### config.mk
export PLATFORM = sky130hd
export DESIGN_NAME = msi_bus_arbiter
export DESIGN_NICKNAME = d
export VERILOG_FILES = /design/src/rtl/msi_bus_pkg.sv /design/src/rtl/msi_bus_arbiter_rr_arbiter.sv /design/src/rtl/msi_bus_arbiter.sv
export SDC_FILE = /design/constraint.sdc
export NUM_CORES = 1
export LEC_CHECK = 0
export ABC_AREA = 1
export CAP_MARGIN = 20
export CELL_PAD_IN_SITES_DETAIL_PLACEMENT = 1
export CELL_PAD_IN_SITES_GLOBAL_PLACEMENT = 1
export CORE_UTILIZATION = 27
export CTS_CLUSTER_DIAMETER = 40
export DETAILED_ROUTE_END_ITERATION = 6
export PLACE_DENSITY = 0.88
export SLEW_MARGIN = 10
export SYNTH_ARGS = -nofsm -noshare
export SYNTH_HDL_FRONTEND = slang
export SYNTH_SLANG_ARGS = --single-unit
### constraint.sdc
create_clock -name clk_i -period 2.03 [get_ports clk_i]
set_input_delay 0.203 -clock clk_i [delete_from_list [all_inputs] [get_ports clk_i]]
set_output_delay 0.203 -clock clk_i [all_outputs]
set_load 0.02 [all_outputs]
### src/rtl/msi_bus_pkg.sv
// msi_bus_pkg: shared op codes, arbiter FSM states and MSI line states for the snooping bus.
package msi_bus_pkg;
   typedef enum logic [1:0] {
      OP_NONE       = 2'b00,
      OP_READ_MISS  = 2'b01,
      OP_WRITE_MISS = 2'b10,
      OP_INVALIDATE = 2'b11
   } op_e;
   typedef enum logic [2:0] {
      S_IDLE, S_GRANT, S_BCAST, S_SNOOP, S_WB_MEM, S_RD_MEM, S_DONE
   } state_e;
   typedef enum logic [1:0] {
      INVALID  = 2'b00,
      MODIFIED = 2'b01,
      SHARED   = 2'b10
   } line_e;
endpackage

### src/rtl/msi_bus_arbiter_rr_arbiter.sv
// rr_arbiter: combinational round-robin picker, first eligible requester at or after ptr_i wins.
module rr_arbiter #(
   parameter int N  = 4,
   parameter int IW = $clog2(N)
) (
   input  logic [N-1:0]  eligible_i,
   input  logic [IW-1:0] ptr_i,
   output logic [N-1:0]  win_oh_o,
   output logic [IW-1:0] win_idx_o
);
   always_comb begin
      win_idx_o = '0;
      for (int k = N - 1; k >= 0; k--)
         if (eligible_i[(int'(ptr_i) + k) % N]) win_idx_o = IW'((int'(ptr_i) + k) % N);
      win_oh_o = (|eligible_i) ? (N'(1) << win_idx_o) : '0;
   end
endmodule

### src/rtl/msi_bus_arbiter.sv
// msi_bus_arbiter: round-robin snooping-bus arbiter and transaction sequencer for the MSI caches.
// Optional memory-ack watchdog enabled by defining MSI_ARB_TIMEOUT_EN.
module msi_bus_arbiter import msi_bus_pkg::*; #(
   parameter int N_CACHES       = 4,
   parameter int ADDR_W         = 8,
   parameter int TIMEOUT_CYCLES = 64
) (
   input  logic                       clk_i,
   input  logic                       rst_i,
   input  logic [N_CACHES-1:0]        req_valid_i,
   input  logic [2*N_CACHES-1:0]      req_op_i,
   input  logic [N_CACHES*ADDR_W-1:0] req_addr_i,
   output logic [N_CACHES-1:0]        grant_o,
   output logic                       bus_read_miss_o,
   output logic                       bus_write_miss_o,
   output logic                       bus_invalidate_o,
   output logic [ADDR_W-1:0]          bus_addr_o,
   output logic [$clog2(N_CACHES)-1:0] bus_owner_o,
   input  logic [N_CACHES-1:0]        snoop_write_back_i,
   input  logic [N_CACHES-1:0]        snoop_abort_i,
   output logic                       mem_req_o,
   output logic                       mem_we_o,
   output logic [ADDR_W-1:0]          mem_addr_o,
   input  logic                       mem_ack_i,
   output logic [N_CACHES-1:0]        done_o,
   output logic                       busy_o,
   output logic                       timeout_err_o
);
   localparam int IW = $clog2(N_CACHES);
   state_e              state_q, state_d;
   op_e                 op_q, op_d;
   logic [ADDR_W-1:0]   addr_q, addr_d;
   logic [IW-1:0]       owner_q, owner_d, rr_q, rr_d, win_idx;
   logic [N_CACHES-1:0] elig, win_oh, own_oh;
   logic                ab_q, ab_d, mem_req_q, mem_req_d, wb, ab, ack, tmo, skip_rd;
   always_comb begin
      elig = '0;
      for (int i = 0; i < N_CACHES; i++) elig[i] = req_valid_i[i] && req_op_i[2*i +: 2] != OP_NONE;
   end
   rr_arbiter #(.N(N_CACHES), .IW(IW)) u_rr (
      .eligible_i(elig),
      .ptr_i     (rr_q),
      .win_oh_o  (win_oh),
      .win_idx_o (win_idx)
   );
   // The owner never snoops its own transaction.
   assign own_oh  = N_CACHES'(1) << owner_q;
   assign wb      = |(snoop_write_back_i & ~own_oh);
   assign ab      = |(snoop_abort_i & ~own_oh);
   assign ack     = mem_req_q && mem_ack_i;
   assign skip_rd = op_q == OP_INVALIDATE;
`ifdef MSI_ARB_TIMEOUT_EN
   localparam int CW = $clog2(TIMEOUT_CYCLES + 1);
   logic [CW-1:0] cnt_q;
   logic          err_q;
   assign tmo = mem_req_q && !mem_ack_i && cnt_q == CW'(TIMEOUT_CYCLES - 1);
   always_ff @(posedge clk_i or posedge rst_i) begin
      if (rst_i) begin
         cnt_q <= '0;
         err_q <= 1'b0;
      end else begin
         cnt_q <= (mem_req_q && !mem_ack_i && !tmo) ? cnt_q + 1'b1 : '0;
         err_q <= err_q || tmo;
      end
   end
   assign timeout_err_o = err_q;
`else
   assign tmo           = 1'b0;
   assign timeout_err_o = 1'b0;
`endif
   always_ff @(posedge clk_i or posedge rst_i) begin
      if (rst_i) begin
         state_q   <= S_IDLE;
         op_q      <= OP_NONE;
         addr_q    <= '0;
         owner_q   <= '0;
         rr_q      <= '0;
         ab_q      <= 1'b0;
         mem_req_q <= 1'b0;
      end else begin
         state_q   <= state_d;
         op_q      <= op_d;
         addr_q    <= addr_d;
         owner_q   <= owner_d;
         rr_q      <= rr_d;
         ab_q      <= ab_d;
         mem_req_q <= mem_req_d;
      end
   end
   always_comb begin
      state_d   = state_q;
      op_d      = op_q;
      addr_d    = addr_q;
      owner_d   = owner_q;
      rr_d      = rr_q;
      ab_d      = ab_q;
      mem_req_d = mem_req_q;
      case (state_q)
         S_IDLE: if (|win_oh) begin
            state_d = S_GRANT;
            op_d    = op_e'(req_op_i[2*win_idx +: 2]);
            addr_d  = req_addr_i[win_idx*ADDR_W +: ADDR_W];
            owner_d = win_idx;
         end
         S_GRANT: begin
            rr_d    = (owner_q == IW'(N_CACHES - 1)) ? '0 : owner_q + 1'b1;
            state_d = S_BCAST;
         end
         S_BCAST: state_d = S_SNOOP;
         S_SNOOP: begin
            ab_d      = ab;
            state_d   = wb ? S_WB_MEM : (skip_rd || ab) ? S_DONE : S_RD_MEM;
            mem_req_d = wb || !(skip_rd || ab);
         end
         S_WB_MEM: if (ack) begin
            mem_req_d = 1'b0;
            state_d   = (ab_q || skip_rd) ? S_DONE : S_RD_MEM;
         end
         // Entering from WB_MEM leaves mem_req low for one cycle before the read starts.
         S_RD_MEM: begin
            mem_req_d = !ack;
            state_d   = ack ? S_DONE : S_RD_MEM;
         end
         S_DONE:  state_d = S_IDLE;
         default: state_d = S_IDLE;
      endcase
      if (tmo) begin
         mem_req_d = 1'b0;
         state_d   = S_DONE;
      end
   end
   always_comb begin
      grant_o          = (state_q == S_GRANT) ? own_oh : '0;
      done_o           = (state_q == S_DONE) ? own_oh : '0;
      bus_read_miss_o  = state_q == S_BCAST && op_q == OP_READ_MISS;
      bus_write_miss_o = state_q == S_BCAST && op_q == OP_WRITE_MISS;
      bus_invalidate_o = state_q == S_BCAST && op_q == OP_INVALIDATE;
      bus_addr_o       = addr_q;
      bus_owner_o      = owner_q;
      mem_addr_o       = addr_q;
      mem_req_o        = mem_req_q;
      mem_we_o         = mem_req_q && state_q == S_WB_MEM;
      busy_o           = state_q != S_IDLE;
   end
endmodule
Yosys cells after proc, flatten, opt, wreduce, memory -nomap -nowiden. Cells that the tools add are included.

Flip-flop bits (word level): 19. Input bits: 55. Output and inout port bits: 33. Word-level logic and storage cells: 96.

Add/subtract/negate cells: 4. Magnitude comparators: 4. Equality and inequality tests: 12. Shift operators: 4. Mux-type cells: 28. Bitwise operators: 6. Reduce and logical (&&, ||, !) cells: 31.

Operators by type and width (number): $shiftx 32x6->8 (1); $mux 2 (9); $pmux 3 s6 (1); $reduce_or 4->1 (4); $lt 3x4->1 const B (3); $mux 4 (3); $eq 3x3->1 const B (3); $logic_and 1x1->1 (9); $and 4x4->4 (2); $bmux 1 s2 (4); $mux 1 (8); $reduce_bool 2->1 (4); $shiftx 8x4->2 (1); $shl 1x2->4 const A (2); $eq 2x2->1 const B (3); $eq 3x2->1 const B (2); $mux 3 (2); $reduce_and 2->1 (3); $reduce_bool 3->1 (2); $reduce_or 2->1 (3); $add 2x1->2 const B (2); $add 2x2->2 const B (2); $ne 2x2->1 const B (2); $not 4->4 (1); other kinds (8) (13).

Longest topological paths before layout. Gate-level depths: netlist (run 1).

Depth in word-level cells: 15. Depth in mapped cells: 17. Depth with buffers taken out: 16.

By module. A second synthesis (run 1) with hierarchy kept.

Cell total of the unflattened synthesis: 266. Area, all modules: 1744.2 sq um.

Modules (own cells, without submodules): msi_bus_arbiter (times used 1, cells each 214, area an instance 1491.4 sq um, sequential area each 475.5 sq um); rr_arbiter (times used 1, cells each 52, area an instance 252.7 sq um, sequential area each 0.0 sq um).

Least setup slack after synthesis (run 1). OpenSTA, ideal clock, no wires.

Path kind: reg2reg. Start point: reg owner_q[0], in the netlist bus_owner_o[0]. End point: reg state_q[0]. Setup time: 78 ps. Data arrival time: 1498 ps. Required time: 1952 ps. Path slack: 454 ps. Cell stages (with the launch flop): 10. Buffers on the path: 0. Path through: dfrtp_1 inv_1 ha_1 inv_1 a22o_1 nor2_1 nand2_1 nor4_1 nor3_1 a21oi_1.

Longest elaborated chain between the ends: 8.

RTL lines: from (decl) (line msi_bus_arbiter.sv:33) `logic [IW-1:0] owner_q, owner_d, rr_q, rr_d, win_idx;`; from (signal assigned) (line msi_bus_arbiter.sv:84) `owner_q <= owner_d;`; $shl 1x2->4 * (line msi_bus_arbiter.sv:47) `assign own_oh = N_CACHES'(1) << owner_q;`; $not 4->4 * (line msi_bus_arbiter.sv:48, msi_bus_arbiter.sv:49); $and 4x4->4 (line msi_bus_arbiter.sv:49) `assign ab = |(snoop_abort_i & ~own_oh);`; $reduce_or 4->1 (line msi_bus_arbiter.sv:49); $logic_or 1x1->1 (line msi_bus_arbiter.sv:112) `state_d = wb ? S_WB_MEM : (skip_rd || ab) ? S_DONE : S_RD_MEM;`; $mux 2 (line msi_bus_arbiter.sv:112); $mux 2 * (line msi_bus_arbiter.sv:112); $pmux 3 s6 * (line msi_bus_arbiter.sv:98) `case (state_q)`; to (signal assigned) (line msi_bus_arbiter.sv:81) `state_q <= state_d;`; to (decl) (line msi_bus_arbiter.sv:30) `state_e state_q, state_d;`.

Every way passes the cells marked *; elsewhere a longest branch is shown, timed or not. A chain may end at the register's enable or synchronous reset.

Final worst setup path (run 1).
Start point: reg rr_q[0]. End point: reg addr_q[1], in the netlist bus_addr_o[1].

Longest elaborated chain between the ends: 12.

RTL lines: from (decl) (line msi_bus_arbiter.sv:33); from (signal assigned) (line msi_bus_arbiter.sv:85) `rr_q <= rr_d;`; $add 2x2->2 (line msi_bus_arbiter_rr_arbiter.sv:14) `if (eligible_i[(int'(ptr_i) + k) % N]) win_idx_o = IW'((int'(ptr_i) + k) % N);`; $bmux 1 s2 (line msi_bus_arbiter_rr_arbiter.sv:14); $mux 1 (not written as such) (2 in a row) (line msi_bus_arbiter_rr_arbiter.sv:14); $mux 2 (3 in a row) (line msi_bus_arbiter_rr_arbiter.sv:14); $mux 2 * (line msi_bus_arbiter_rr_arbiter.sv:14); parallel branches: the longest is 4 deep, another holds $shiftx 32x6->8; to (signal assigned) (line msi_bus_arbiter.sv:83) `addr_q <= addr_d;`; to (decl) (line msi_bus_arbiter.sv:32) `logic [ADDR_W-1:0] addr_q, addr_d;`.

Every way passes the cells marked *. The select of a mux whose other input is x is not followed.

==> impl_metrics.json, run 1 <==
{
  "outcome": "finished clean",
  "die_height_um": 85.8,
  "rrSetupSlack_ns": 0.14,
  "coreArea_mm2": 0.00679,
  "required_ns": 2.17,
  "dpl.cell_count": 486,
  "cts_made_buffers": 3,
  "syn_nets": 367,
  "groute.usage.overall_pct": 17.3,
  "r2r-end": "bus_addr_o[1]$_DFFE_PP0P_",
  "synth_top_family_by_area": "simple AND/OR/NAND/NOR gates",
  "drive_gt1_share_pct": 13.1,
  "dpl.hpwl_um": 5280,
  "areaGrowthSynthToFinish_pct": 55.3,
  "path_class": "reg -> reg",
  "grt_first_pass_wirelength_um": 10300,
  "grt_pass1_vias": 2225,
  "final_cells": 494,
  "hold_viol": 0,
  "muxShareOfSynthArea_pct": 0,
  "cts.path.max_buffers": 2,
  "path_clk_slew_ns": 0.08,
  "syn_area_mm2": 0.00190,
  "grt_max_degree": 22,
  "dpl-instance-area_mm2": 0.00284,
  "busiest_layer": "met2",
  "clkLatencyLatePin_ns": 0.26,
  "wl_per_cell_um": 12.9,
  "viasPerCell": 4.51,
  "worst_hold_path_type": "in -> async",
  "synth_adder_area_share_pct": 2.64,
  "regArea_um2": 479,
  "remaining_drc_errors": 0,
  "cts-root-buf": "clkbuf_8",
  "nFillCells": 882,
  "pin_count": 88,
  "diodes": 0,
  "routed_wl_um": 6350,
  "antenna_found_initial": 0,
  "power_density_mw_per_mm2": 1440,
  "grt_util_met1_pct": 21.9,
  "synth-compound-area-share_pct": 5.94,
  "crit_fanout": 20,
  "arrival_ns": 2.04,
  "use_met2_pct": 31.6,
  "cts_tree": "done",
  "yosys_warnings": 0,
  "postSynthAreaPerCell_um2": 6.16,
  "leakagePower_nw": 1.64,
  "vias": 2228,
  "start_kind": "flip-flop",
  "dr.first_iter.drc_count": 51,
  "yosys.area_share.simple_pct": 44.0,
  "crit_path_end_kind": "flip-flop",
  "final_area_mm2": 0.00295,
  "fmax_ghz": 0.528,
  "dr.pass1.iters": 6,
  "ys_seq_area_share_pct": 25.1,
  "fin_crit_sh_pct": 93.3,
  "reg2reg_from": "rr_q[0]$_DFFE_PP0P_",
  "finalMaxSlewViolations": 0,
  "layout_min_cycle_time_ns": 1.89,
  "nNetsFinal": 458,
  "initial_utilization_pct": 27.9,
  "ys_seq_elements": 19,
  "rows": 30,
  "reg2reg_depth": 12,
  "fin_skew_ns": 0.00850,
  "syn_inst": 308,
  "finalSetupViolCount": 0,
  "synth_cell_types": 27,
  "port_buffers": 86,
  "cts_htree_levels": 1,
  "die_w_um": 85.8,
  "synth-xor-area-share_pct": 0.858,
  "grt_util_met3_pct": 1.83,
  "ant_nets": 0,
  "multi_input_area_mm2": 0.00103,
  "ctsHoldBuffers": 0,
  "peakVddDrop_mv": 0.455,
  "cap_violations": 0,
  "overflow": 0,
  "place.gp.congestion": 0.836,
  "cts_sinks": 19,
  "dieArea_mm2": 0.00736
}
layout by cell type, fill, tap and decap left out, drive strengths merged:
cell           count
a21oi              4
a22o               4
and3               1
buf               18
clkbuf             4
clkdlybuf4s50     75
clkinv             1
conb               1
dfrtp             19
dlygate4sd2        7
dlymetal6s2s       4
ha                 4
inv               64
nand2            102
nand3             54
nand4              1
nor2              17
nor3               4
nor4               2
o21ai             10
o31ai              1
xor2               1
cell families after synthesis:
kind of cell,Yosys count
xor+xnor,1
simple gates,181
buf+inv,83
other cells,1
fa+ha+maj,4
compound gates,19
flops,19
where the power goes:
part	total (W)	leakage, nW	switching (W)	internal, W
combinational	0.00319	1.38	0.00190	0.00129
clock	0.000264	0.0255	0.000128	0.000136
sequential	0.000785	0.231	0.000207	0.000578
total	0.00424	1.64	0.00223	0.00200
state kept, by name (all words and copies together) (netlist names):
register,cells
bus_owner_o,2
mem_req_o,1
op_q,2
state_q,3
rr_q,2
bus_addr_o,8
ab_q,1
timing repair:
action                     in CTS  in global routing
setup endpoints to repair      17                 15
gates resized for setup        10                 10
setup buffers                   0                  4
hold endpoints to repair        0                  0
pin swaps                       0                  0
worst max-delay path, cell delays in order, from the launching register on:
cell and delay [ns]:
dfrtp_2 0.45, clkbuf_2 0.16, o21ai_1 0.21, nand2_1 0.10, nand2_1 0.11, nand2_4 0.08, nand3_4 0.10, buf_12 0.16
nand3_1 0.10, nand3_1 0.12, nand2_1 0.06, nand2_1 0.05, nand2_1 0.05
per-stage QoR:
stage | power [W] | hold slack, ns | setup TNS [ns] | worst slack (ns) | utilization [%]
detailed placement | 0.00386 | 0.493 | -1.10 | -0.137 | 41.8
floorplan | 0.00298 | 0.154 | 0 | 0.454 | -
global placement | 0.00372 | 0.495 | -0.165 | -0.0341 | 41.8
CTS | 0.00415 | 0.280 | 0 | 0.000555 | 42.4
finish | 0.00424 | 0.270 | 0 | 0.136 | 43.4
global route | 0.00464 | 0.287 | -0.130 | -0.0380 | 43.4
metal layers:
| layer | share of wire [%] | vias up |
|---|---|---|
| met2 | 54 | 44 |
| met4 | 0.88 | 0 |
| met5 | 0 | - |
| met3 | 2.5 | 6 |
| met1 | 43 | 1066 |
| li1 | - | 1112 |
worst max-delay path by stage:
stage                               startpoint                        end  slack [ns]  cells after the start
floorplan           bus_owner_o[0]$_DFFE_PP0P_     state_q[0]$_DFFE_PP0P_        0.45                      9
global placement                   req_op_i[7]  bus_addr_o[3]$_DFFE_PP0P_       -0.03                     16
detailed placement                 req_op_i[3]  bus_addr_o[1]$_DFFE_PP0P_       -0.14                     16
CTS                     state_q[0]$_DFFE_PP0P_                  done_o[1]      0.0006                      4
global route               rr_q[0]$_DFFE_PP0P_  bus_addr_o[7]$_DFFE_PP0P_       -0.04                     12
finish                     rr_q[0]$_DFFE_PP0P_  bus_addr_o[1]$_DFFE_PP0P_        0.14                     12
synthesized netlist by cell type, drive strengths merged:
cell type | n | share of area, %
nand2 | 102 | 23
inv | 64 | 13
nand3 | 54 | 15
dfrtp | 19 | 25
buf | 17 | 8.0
nor2 | 17 | 3.4
o21ai | 10 | 2.6
a21oi | 4 | 1.1
a22o | 4 | 1.8
ha | 4 | 2.6
nor3 | 4 | 1.1
clkbuf | 2 | 0.59
nor4 | 2 | 0.66
and3 | 1 | 0.33
conb | 1 | 0.20
nand4 | 1 | 0.33
o31ai | 1 | 0.40
xor2 | 1 | 0.86
area by class of cell:
class | instances | share of cell area, %
tap | 96 | 4.08
inverter | 64 | 8.24
multi-input combinational | 206 | 35.0
clock inverter | 1 | 0.170
sequential | 19 | 16.3
clock buffer | 3 | 1.40
timing repair buffer | 105 | 34.9
(Power assumes the default switching activity.)
==> run 2: changes to the inputs <==
CORE_UTILIZATION = 30   (was 27)
PLACE_DENSITY = 0.95   (was 0.88)
clock period = 2.2 ns   (was 2.03 ns; I/O delays follow)
==> run 2 against run 1 <==
Sequential share of layout area increased by 0.79 points. Critical path depth decreased by 7. Non-clock buffer count decreased by 13. Final cell count decreased by 6.9%. Sequential power decreased by 5.1%. Via count decreased by 3.3%. Utilization increased by 3.1 points. First-iteration DRC count increased by 98%. Power decreased by 10%. Flip-flop and latch count unchanged. Clock skew increased by 0.0029 ns. Clock-buffer cell count increased by 1.
==> impl_metrics.json, run 2 (synthesized netlist as in run 1, its figures left out) <==
{
  "dr.pass1.iters": 4,
  "use_met2_pct": 35.0,
  "worstSetupEndpoint": "grant_o[2]",
  "leakagePower_nw": 1.50,
  "worst_pin_slew_ns": 0.722,
  "rrSetupSlack_ns": 0.26,
  "viasPerCell": 4.68,
  "reg2reg_from": "rr_q[0]$_DFFE_PP0P_",
  "crit_path_end_kind": "output port",
  "start_kind": "flip-flop",
  "hold_viol": 0,
  "reg2reg_depth": 15,
  "routed_wl_um": 6100,
  "cts_made_buffers": 3,
  "finalMaxSlewViolations": 0,
  "fin_crit_sh_pct": 96.2,
  "nNetsFinal": 445,
  "utilization_pct": 46.5,
  "grt_util_met3_pct": 0.889,
  "grt_first_pass_wirelength_um": 10100,
  "cts_sinks": 19,
  "wl_per_cell_um": 13.3,
  "largest_reg_flops": 8,
  "cts_tree": "done",
  "p_int_w": 0.00178,
  "layout_min_cycle_time_ns": 2.12,
  "grt_max_degree": 22,
  "grt_pass1_vias": 2185,
  "fin_skew_ns": 0.0114,
  "cap_violations": 0,
  "cts.path.max_buffers": 2,
  "crit_start": "state_q[0]$_DFFE_PP0P_",
  "drive_gt1_share_pct": 9.61,
  "combPwrFrac_pct": 74.0,
  "p_sw_share_pct": 53.2,
  "p_switching_w": 0.00202,
  "final_cells": 460,
  "power_density_mw_per_mm2": 1360,
  "fmax_ghz": 0.472,
  "final_common_cell": "nand2_1",
  "cts_setup_buffers": 0,
  "antenna_found_initial": 0,
  "dpl.hpwl_um": 5130,
  "remaining_drc_errors": 0,
  "finalPower_w": 0.00380,
  "outcome": "finished clean",
  "port_buffers": 86,
  "cts-root-buf": "clkbuf_8",
  "clkLatencyLatePin_ns": 0.26,
  "vias": 2154,
  "layout_common_cells": "86 x nand2_1, 84 x clkdlybuf4s50_1, 57 x inv_1",
  "initial_utilization_pct": 31.5,
  "dr.first_iter.drc_count": 101,
  "finalSetupViolCount": 0,
  "diodes": 0,
  "path_class": "reg -> out",
  "r2r-end": "bus_addr_o[7]$_DFFE_PP0P_",
  "worst_hold_path_type": "in -> async",
  "share_seq_of_total_power_pct": 19.6,
  "areaGrowthSynthToFinish_pct": 47.8,
  "clkPwrFrac_pct": 6.4,
  "path_clk_slew_ns": 0.07,
  "busiest_layer": "met2",
  "dieArea_mm2": 0.00664,
  "rows": 28,
  "required_ns": 1.98,
  "place.gp.congestion": 0.871,
  "relSlewSlack_pct": 51.8,
  "cts_htree_levels": 1,
  "pin_count": 88,
  "groute.usage.overall_pct": 19.4,
  "die_height_um": 81.5,
  "overflow": 0,
  "arrival_ns": 1.90,
  "die_w_um": 81.5,
  "peakVddDrop_mv": 0.510,
  "dpl.cell_count": 456,
  "ant_nets": 0,
  "crit_fanout": 7,
  "grt_util_met1_pct": 25.0,
  "coreArea_mm2": 0.00603
}
[run 2: changes by cell type in the layout (fill, tap and decap cells not counted), moves of 2 or more]
cell,delta
dlymetal6s2s_1,-2
clkdlybuf4s50_1,+9
dlygate4sd2_1,-7
buf_4,-11
[run 2: power by group through the flow]
| stage | sequential [W] | clock [W] | combinational [W] |
|---|---|---|---|
| 6_report | 0.000745 | 0.000243 | 0.00281 |
| 3_3_place_gp | 0.000728 | 0 | 0.00269 |
| 4_1_cts | 0.000742 | 0.000244 | 0.00282 |
| 5_1_grt | 0.000776 | 0.000259 | 0.00313 |
| 2_1_floorplan | 0.000784 | 0 | 0.00197 |
| 3_5_place_dp | 0.000740 | 0 | 0.00281 |
[run 2: timing repair]
item,in CTS,in global routing
endpoints found under the setup margin,4,14
pin swaps,0,0
gates resized for setup,1,4
hold buffers,0,0
[run 2: per-layer routing]
metal / wire [um] / vias up / part of all wire (%)
li1: - / 1085 / -
met3: 158 / 6 / 2.6
met2: 3160 / 51 / 52
met1: 2720 / 1012 / 45
met4: 68 / 0 / 1.1
met5: 0 / - / 0
[run 2: how the worst min path moves through the flow]
stage	start	to	slack (ns)	depth (start not counted)
3_5_place_dp	bus_addr_o[7]$_DFFE_PP0P_	bus_addr_o[7]$_DFFE_PP0P_	0.50	2
3_3_place_gp	bus_addr_o[7]$_DFFE_PP0P_	bus_addr_o[7]$_DFFE_PP0P_	0.49	2
2_1_floorplan	rst_i	ab_q$_DFFE_PP0P_	0.17	1
4_1_cts	rst_i	mem_req_o$_DFFE_PP0P_	0.41	2
5_1_grt	rst_i	mem_req_o$_DFFE_PP0P_	0.47	2
6_report	rst_i	mem_req_o$_DFFE_PP0P_	0.38	2
[run 2: cell type report]
cell class              instances  area, um2
well taps                      75       93.8
repair buffers                 92        923
clock buffers                   4       45.0
multi-input cells             206       1020
flip-flops and latches         19        478
inverters                      64        240
fillers                       797       3220
[run 2: worst max-delay path, stage by stage, from the launching register on]
cell	delay (ns)
dfrtp_2	0.43
inv_1	0.13
nor3_2	0.20
inv_1	0.14
nor2_1	0.11
clkdlybuf4s50_1	0.61
[run 2: metrics by stage]
stage	setup slack, ns	TNS [ns]	hold slack (ns)	cell area, um2
3_3_place_gp	0.110	0	0.495	2750
5_1_grt	-0.0194	-0.0243	0.469	2800
6_report	0.0831	0	0.378	2800
2_1_floorplan	0.624	0	0.171	1900
4_1_cts	0.0274	0	0.414	2790
3_5_place_dp	0.0185	0	0.500	2750
==> run 3: changes to the inputs <==
CORE_UTILIZATION = 45   (was 30)
DONT_BUFFER_PORTS = 1   (was unset)
PLACE_DENSITY = 0.93   (was 0.95)
==> run 3 against run 2 <==
Final area shrank 33%. Register-to-register slack worse by 0.06 ns. Utilization is 0.20 points higher. Via count down 15%. Non-clock buffer count shrank 87. Final cell count decreased by 24%. Global-route usage is 4.5 points higher. Largest power group unchanged. Hold slack lost 0.10 ns. First-iteration DRC count down 37%. Routed wire length is 16% lower. Sequential power increased by 28%.
==> impl_metrics.json, run 3 (synthesized netlist as in run 1, its figures left out) <==
{
  "outcome": "finished clean",
  "path_clk_slew_ns": 0.08,
  "arrival_ns": 2.15,
  "cts-root-buf": "clkbuf_8",
  "place.gp.congestion": 0.804,
  "final_cells": 348,
  "nFillCells": 576,
  "fmax_ghz": 0.499,
  "busiest_layer": "met2",
  "final.setup.tns_ns": 0,
  "initial_utilization_pct": 47.1,
  "leakagePower_nw": 1.12,
  "fin_skew_ns": 0.00888,
  "dr.first_iter.drc_count": 64,
  "largest_reg_flops": 8,
  "cts_sinks": 19,
  "dpl.cell_count": 343,
  "cts_made_buffers": 3,
  "ant_nets": 0,
  "dr.pass1.iters": 4,
  "rows": 23,
  "finalSetupViolCount": 0,
  "coreArea_mm2": 0.00403,
  "clkLatencyLatePin_ns": 0.26,
  "cts_tree": "done",
  "start_kind": "flip-flop",
  "wl_per_cell_um": 14.8,
  "combPwrFrac_pct": 62.4,
  "grt_max_degree": 22,
  "dieArea_mm2": 0.00448,
  "crit_path_end_kind": "flip-flop",
  "layout_min_cycle_time_ns": 2.00,
  "cap_violations": 0,
  "grt_util_met1_pct": 30.9,
  "drive_gt1_share_pct": 11.1,
  "share_seq_of_total_power_pct": 29.8,
  "overflow": 0,
  "power_density_mw_per_mm2": 1710,
  "vias": 1830,
  "areaGrowthSynthToFinish_pct": -0.792,
  "required_ns": 2.35,
  "viasPerCell": 5.26,
  "port_buffers": 0,
  "p_sw_share_pct": 59.7,
  "p_switching_w": 0.00192,
  "worst_hold_path_type": "in -> reg",
  "dpl.hpwl_um": 4180,
  "cts.path.max_buffers": 2,
  "routed_wl_um": 5150,
  "fin_crit_sh_pct": 91.0,
  "p_int_w": 0.00129,
  "grt_pass1_vias": 1841,
  "groute.usage.overall_pct": 23.9,
  "crit_fanout": 21,
  "grt_util_met3_pct": 3.60,
  "remaining_drc_errors": 0,
  "use_met2_pct": 40.3,
  "pin_count": 88,
  "grt_first_pass_wirelength_um": 8210,
  "path_class": "reg -> reg",
  "relSlewSlack_pct": 50.2,
  "die_height_um": 66.9,
  "worst_pin_slew_ns": 0.746,
  "clkPwrFrac_pct": 7.8,
  "layout_common_cells": "86 x nand2_1, 57 x inv_1, 53 x nand3_1",
  "finalMaxSlewViolations": 0,
  "diodes": 0,
  "nNetsFinal": 358,
  "antenna_found_initial": 0,
  "cts_htree_levels": 1,
  "rsz0062_at_grt": "no",
  "hold_viol": 0,
  "cts_setup_buffers": 0,
  "peakVddDrop_mv": 0.592,
  "die_w_um": 66.9,
  "final_common_cell": "nand2_1"
}
==> run 3: changes by cell type in the layout (fill, tap and decap cells not counted), sizes merged <==
cell / before / now
dlygate4sd3: 0 / 1
dlymetal6s2s: 2 / 0
clkdlybuf4s50: 84 / 0
buf: 6 / 4
==> run 3: per-layer routing <==
metal  up-vias  wire length [um]
li1        914                 -
met1       860              2430
met2        47              2460
met3         9               187
met4         0                80
met5         -                 0
==> run 3: power by group through the flow <==
stage	clock [W]	combinational, W	sequential, W
6_report	0.000250	0.00201	0.000956
5_1_grt	0.000265	0.00228	0.000991
4_1_cts	0.000247	0.00201	0.000957
3_5_place_dp	0	0.00199	0.000962
3_3_place_gp	0	0.00187	0.000956
2_1_floorplan	0	0.00197	0.000784
==> run 3: worst max-delay path, stage by stage, from the launching register on <==
cell	delay, ns
dfrtp_2	0.50
inv_2	0.11
nand3_1	0.08
nand2_1	0.10
nand2_1	0.06
nand2_1	0.11
nand2_4	0.08
nand2_4	0.06
nand2_4	0.14
nand2_4	0.28
nand2_1	0.09
nand3_1	0.09
nand2_1	0.08
nand2_1	0.07
nand2_1	0.05
==> run 3: cell type report <==
cell class | count | area [um2] | share of cell area (%)
multi-input combinational | 206 | 1020 | 54.1
sequential | 19 | 477 | 25.3
inverter | 64 | 240 | 12.8
tap | 50 | 62.6 | 3.32
clock buffer | 4 | 45.0 | 2.39
timing repair buffer | 5 | 40.0 | 2.13
==> run 3: final timing paths <==
path | startpoint | to | slack, ns | cells past startpoint
worst max-delay path | rr_q[0]$_DFFE_PP0P_ | bus_addr_o[3]$_DFFE_PP0P_ | 0.20 | 14
worst min-delay path | snoop_abort_i[1] | ab_q$_DFFE_PP0P_ | 0.27 | 3
worst max register to register | rr_q[0]$_DFFE_PP0P_ | bus_addr_o[3]$_DFFE_PP0P_ | 0.20 | 14
worst min register to register | ab_q$_DFFE_PP0P_ | ab_q$_DFFE_PP0P_ | 0.53 | 2
max in group asynchronous | rst_i | rr_q[0]$_DFFE_PP0P_ | 1.16 | 2
min in group asynchronous | rst_i | op_q[0]$_DFFE_PP0P_ | 0.52 | 2
==> run 3: through the flow <==
stage / instance area, um2 / hold WS [ns] / power, W / util, % / setup slack, ns
2_1_floorplan: 1900 / 0.171 / 0.00275 / - / 0.624
3_5_place_dp: 1830 / 0.267 / 0.00295 / 45.3 / 0.131
6_report: 1880 / 0.274 / 0.00321 / 46.7 / 0.197
4_1_cts: 1880 / 0.285 / 0.00321 / 46.7 / 0.0976
5_1_grt: 1880 / 0.329 / 0.00354 / 46.7 / 0.00160
3_3_place_gp: 1830 / 0.278 / 0.00283 / 45.3 / 0.231
==> run 3: repair_timing <==
| action | 4_1_cts | 5_1_grt |
|---|---|---|
| resized for setup | 0 | 1 |
| endpoints found under the hold margin | 19 | 0 |
| endpoints found under the setup margin | 0 | 10 |
| hold buffers | 1 | 0 |
==> RTL change 1: new RTL, flow settings as in run 2 <==
Change the parameter `N_CACHES` from 4 to 16.
--- a/src/rtl/msi_bus_arbiter.sv
+++ b/src/rtl/msi_bus_arbiter.sv
@@ -1,7 +1,7 @@
 // msi_bus_arbiter: round-robin snooping-bus arbiter and transaction sequencer for the MSI caches.
 // Optional memory-ack watchdog enabled by defining MSI_ARB_TIMEOUT_EN.
 module msi_bus_arbiter import msi_bus_pkg::*; #(
-   parameter int N_CACHES       = 4,
+   parameter int N_CACHES       = 16,
    parameter int ADDR_W         = 8,
    parameter int TIMEOUT_CYCLES = 64
 ) (
Interface: changed (8 resized); port bits go from 88 to 270. The function was not compared with the original's and may differ.
==> RTL change 1 against run 2 <==
- the run now fails in 5_1_grt
- synthesized area grew to 2.7 times the old value
- synthesized cell count grew to 3.2 times the old value
==> RTL change 1: results (changes against run 2) <==
total track usage=77.40%; GRT Residual Overflow=110; cells taking the most area after synthesis=nand3_1 (34%), nand2_1 (23%), dfrtp_1 (11%) (was dfrtp_1 (25%), nand2_1 (17%), nand3_1 (14%)); PortBufs=268 (was 86); Yosys reg bits=23 (was 19); Seq/Total Area, Yosys=11.27% (was 25.07%); routability cong.=0.9664 (was 0.8714); Inst Count DP=1541 (was 456); Worst EP post-GRT repair=bus_addr_o[5]$_DFFE_PP0P_/D; Ys Warns=0 (unchanged); Tool Error=[ERROR GRT-0232] Routing congestion too high. Check the congestion heatmap in the GUI.; Post-synth EDFFs=0 (unchanged); Syn Inst Count=991 (was 308); CTS Buf Count=3 (unchanged); CTS root buffer=clkbuf_16 (was clkbuf_8); most frequent cells after synthesis=nand3_1 (342), nand2_1 (317), inv_1 (71), nor2_1 (53), a21oi_1 (39) (was nand2_1 (86), inv_1 (57), nand3_1 (53), dfrtp_1 (19), nor2_1 (17)); DP HPWL=26660 um (was 5127 um); Distinct cells, synth=38 (was 27); run status=stopped before the end (was finished, final reports clean); Stopped at=5_1_grt; Post-synth top flop=dfrtp_1 (unchanged); worst_ep kind=sequential cell input; largest net degree at the start of global routing=75; H-tree depth=1 (unchanged); asr flop ratio synth=100.0% (unchanged); CTS Buffer Depth=2 (unchanged); syn_nets=1215 (was 367)
==> RTL change 1: cell count changes after synthesis, moves of 16 or more <==
cell,run 2,this run
a21oi_1,4,39
nand3_1,53,342
clkbuf_1,1,17
buf_2,1,24
nor2_1,17,53
nand2_1,86,317
==> RTL change 1: metrics by stage <==
stage	setup TNS [ps]	instance area, um^2	hold slack, ps	worst slack [ps]
4_1_cts	-15860	10120	346.0	-1244
2_1_floorplan	-10230	5228	221.9	-815.7
3_5_place_dp	-20710	8827	483.8	-1635
3_3_place_gp	-17400	8827	470.3	-1479
==> RTL change 1: per-layer routing <==
layer  global-route usage [%]  GRT overflow
met4                    83.14            45
met5                    19.72             1
met3                    60.31             2
met2                    97.46            61
met1                    74.56             1
==> RTL change 1: cell families after synthesis <==
group                      share of synthesized area [%]
adders and majority gates                          3.184
buffers and inverters                              12.64
and+or+nand+nor                                    63.12
AOI/OAI and AO/OA                                  7.936
other                                            0.07340
xor gates and xnor gates                           1.788
DFF                                                11.27
==> RTL change 1: repair_timing <==
action,4_1_cts
resized for setup,197
gates cloned,14
pin swaps,31
hold buffers,0
buffers inserted,30
setup endpoints to repair,48
==> RTL change 2: new RTL, config.mk and constraints of run 2 <==
Made on the original files. Take the reset off `addr_q` and load it in a clocked block of its own.
--- a/src/rtl/msi_bus_arbiter.sv
+++ b/src/rtl/msi_bus_arbiter.sv
@@ -72,7 +72,6 @@
       if (rst_i) begin
          state_q   <= S_IDLE;
          op_q      <= OP_NONE;
-         addr_q    <= '0;
          owner_q   <= '0;
          rr_q      <= '0;
          ab_q      <= 1'b0;
@@ -80,12 +79,15 @@
       end else begin
          state_q   <= state_d;
          op_q      <= op_d;
-         addr_q    <= addr_d;
          owner_q   <= owner_d;
          rr_q      <= rr_d;
          ab_q      <= ab_d;
          mem_req_q <= mem_req_d;
       end
+   end
+
+   always_ff @(posedge clk_i) begin
+      addr_q <= addr_d;
    end
    always_comb begin
       state_d   = state_q;
Function: changed (a bounded check fails within 4 cycles, from zero or initial values and one cycle with rst_i high).
==> RTL change 2 against run 2 <==
- first-iteration DRC count up 32%
- sequential cell count did not move
- setup slack improved by 30 ps
- routed wire length is 6.5% lower
- synthesized area down 16%
- worst hold slack worse by 72 ps
- global-route usage rose by 2.1 points
- cell area shrank 8.6%
- cell count decreased by 15%
- total power shrank 1.6%
==> RTL change 2: results (changes against run 2) <==
Nets=382 (was 445); initial antenna violation count=0 (unchanged); syn_nets=298 (was 367); Reg clk slew, reported paths=70 ps (about the same); r2r setup slk=180 ps (was 260 ps); Leak=1.207 nW (was 1.495 nW); Post-synth EDFFs=8 (was 0); met3 WL post-DR=166 um (was 158 um); Place WS=-45.03 ps (was 18.48 ps); Met1 Wirelength=2369 um (was 2719 um); most frequent cells after synthesis=nand2_1 (60), inv_1 (37), nor2_1 (26), nand3_1 (18), o21ai_0 (15) (was nand2_1 (86), inv_1 (57), nand3_1 (53), dfrtp_1 (19), nor2_1 (17)); Skew-Pair Late Insertion Delay=260 ps (about the same); worst-path fanout max=7 (unchanged); Post-synth top flop=dfrtp_1 (unchanged); Period Utilization, post-route=94.88% (was 96.22%); Detailed Route Iter0 Violations=133 (was 101); routability cong.=0.8325 (was 0.8714); largest net degree at the start of global routing=31 (was 22); Distinct cells, synth=29 (was 27); CP Data Arrival Time=1870 ps (was 1900 ps); Yosys top cell area share=17.27% (was 25.07%); total track usage=21.46% (was 19.39%); FF-to-FF path depth=13 (was 15); Seq/Total Area, Yosys=32.34% (was 25.07%); metal2 WL=3080 um (was 3158 um); Reg2Reg Capture Point=bus_addr_o[3] (was bus_addr_o[7]); Worst VDD drop=0.5089 mV (was 0.5098 mV); Via Count=1916 (was 2154); CTS root buffer=clkbuf_8 (unchanged); iteration count of the initial detailed-routing pass=4 (unchanged); asr flop ratio synth=57.89% (was 100.0%); fillers=660 (was 797); PortBufs=86 (unchanged); share of post-route cells with drive strength above 1=6.522% (was 9.610%); run status=finished, final reports clean (unchanged); first-pass GRT wire length=9190 um (was 10120 um); Final Routed Wirelength=5706 um (was 6104 um); cells taking the most area after synthesis=dfrtp_1 (17%), edfxtp_1 (15%), nand2_1 (14%) (was dfrtp_1 (25%), nand2_1 (17%), nand3_1 (14%)); Ys Warns=0 (unchanged); final hold slack=306.4 ps (was 378.3 ps); DP HPWL=4844 um (was 5127 um); skew final=1.370 ps (was 11.39 ps); Crit Reg-Reg Startpoint=rr_q[0] (unchanged)
RTL change 2: cell count changes after synthesis, sizes merged, moves of 4 or more:
cell	delta
nand2	-38
nor2	+9
o211ai	+8
dfrtp	-8
nand3	-34
o21ai	+14
edfxtp	+8
inv	-23
buf	-4
RTL change 2: timing repair:
item / 4_1_cts / 5_1_grt
endpoints found under the setup margin: 4 / 6
hold buffers: 0 / 0
gates resized for setup: 1 / 4
hold endpoints to repair: 0 / 0
buffers inserted: 0 / 0
cloned: 0 / 0
RTL change 2: final cells by class:
type,count,area share (%)
Clock buffer,4,1.759
Inverter,41,6.204
Multi-Input combinational cell,166,32.34
Sequential cell,19,20.13
Tap cell,70,3.420
Timing Repair Buffer,92,36.15
RTL change 2: logic make-up (layout without fill, tap and decap cells):
kind of cell	count (synthesis)	count (layout)	synth area share [%]
AO/OA/AOI/OAI	42	42	15.94
flip-flops	19	19	32.34
AND/OR/NAND/NOR	118	118	31.79
other	1	1	0.2353
buffers and inverters	54	137	16.01
XOR/XNOR	1	1	0.5496
adder cells (fa/ha/maj)	4	4	3.140
RTL change 2: critical path, cell delays in order (launching register included):
cell,delay (ps)
dfrtp_1,410
inv_1,140
nor3_2,200
inv_1,150
nor2_1,110
clkdlybuf4s50_1,600
RTL change 2: through the flow:
stage / area (um^2) / cells / total power [mW]
after global placement: 2501 / 388 / 3.339
after CTS: 2551 / 392 / 3.756
after global routing: 2561 / 392 / 4.069
after floorplan: 1594 / 239 / 2.514
after detailed placement: 2501 / 388 / 3.496
final: 2561 / 392 / 3.742
RTL change 2: where the power goes:
group,switching (mW),internal [mW],leakage [nW]
registers,0.179,0.633,0.210
clock network,0.114,0.129,0.0228
logic,1.61,1.08,0.974
total,1.90,1.84,1.21
RTL change 2: worst max path at each step:
stage	start	to	cells after the start
global placement	req_op_i[3]	bus_addr_o[3]	15
global route	state_q[0]	done_o[1]	4
floorplan	rr_q[0]	bus_addr_o[0]	13
CTS	state_q[0]	grant_o[2]	5
finish	state_q[0]	grant_o[3]	5
detailed placement	req_op_i[6]	bus_addr_o[2]	15
RTL change 2: metal layers:
| layer | global-route usage, % | up-vias |
|---|---|---|
| li1 | - | 930 |
| met1 | 26.62 | 927 |
| met2 | 40.04 | 51 |
| met3 | 1.071 | 8 |
| met4 | 6.289 | 0 |
| met5 | 0 | - |
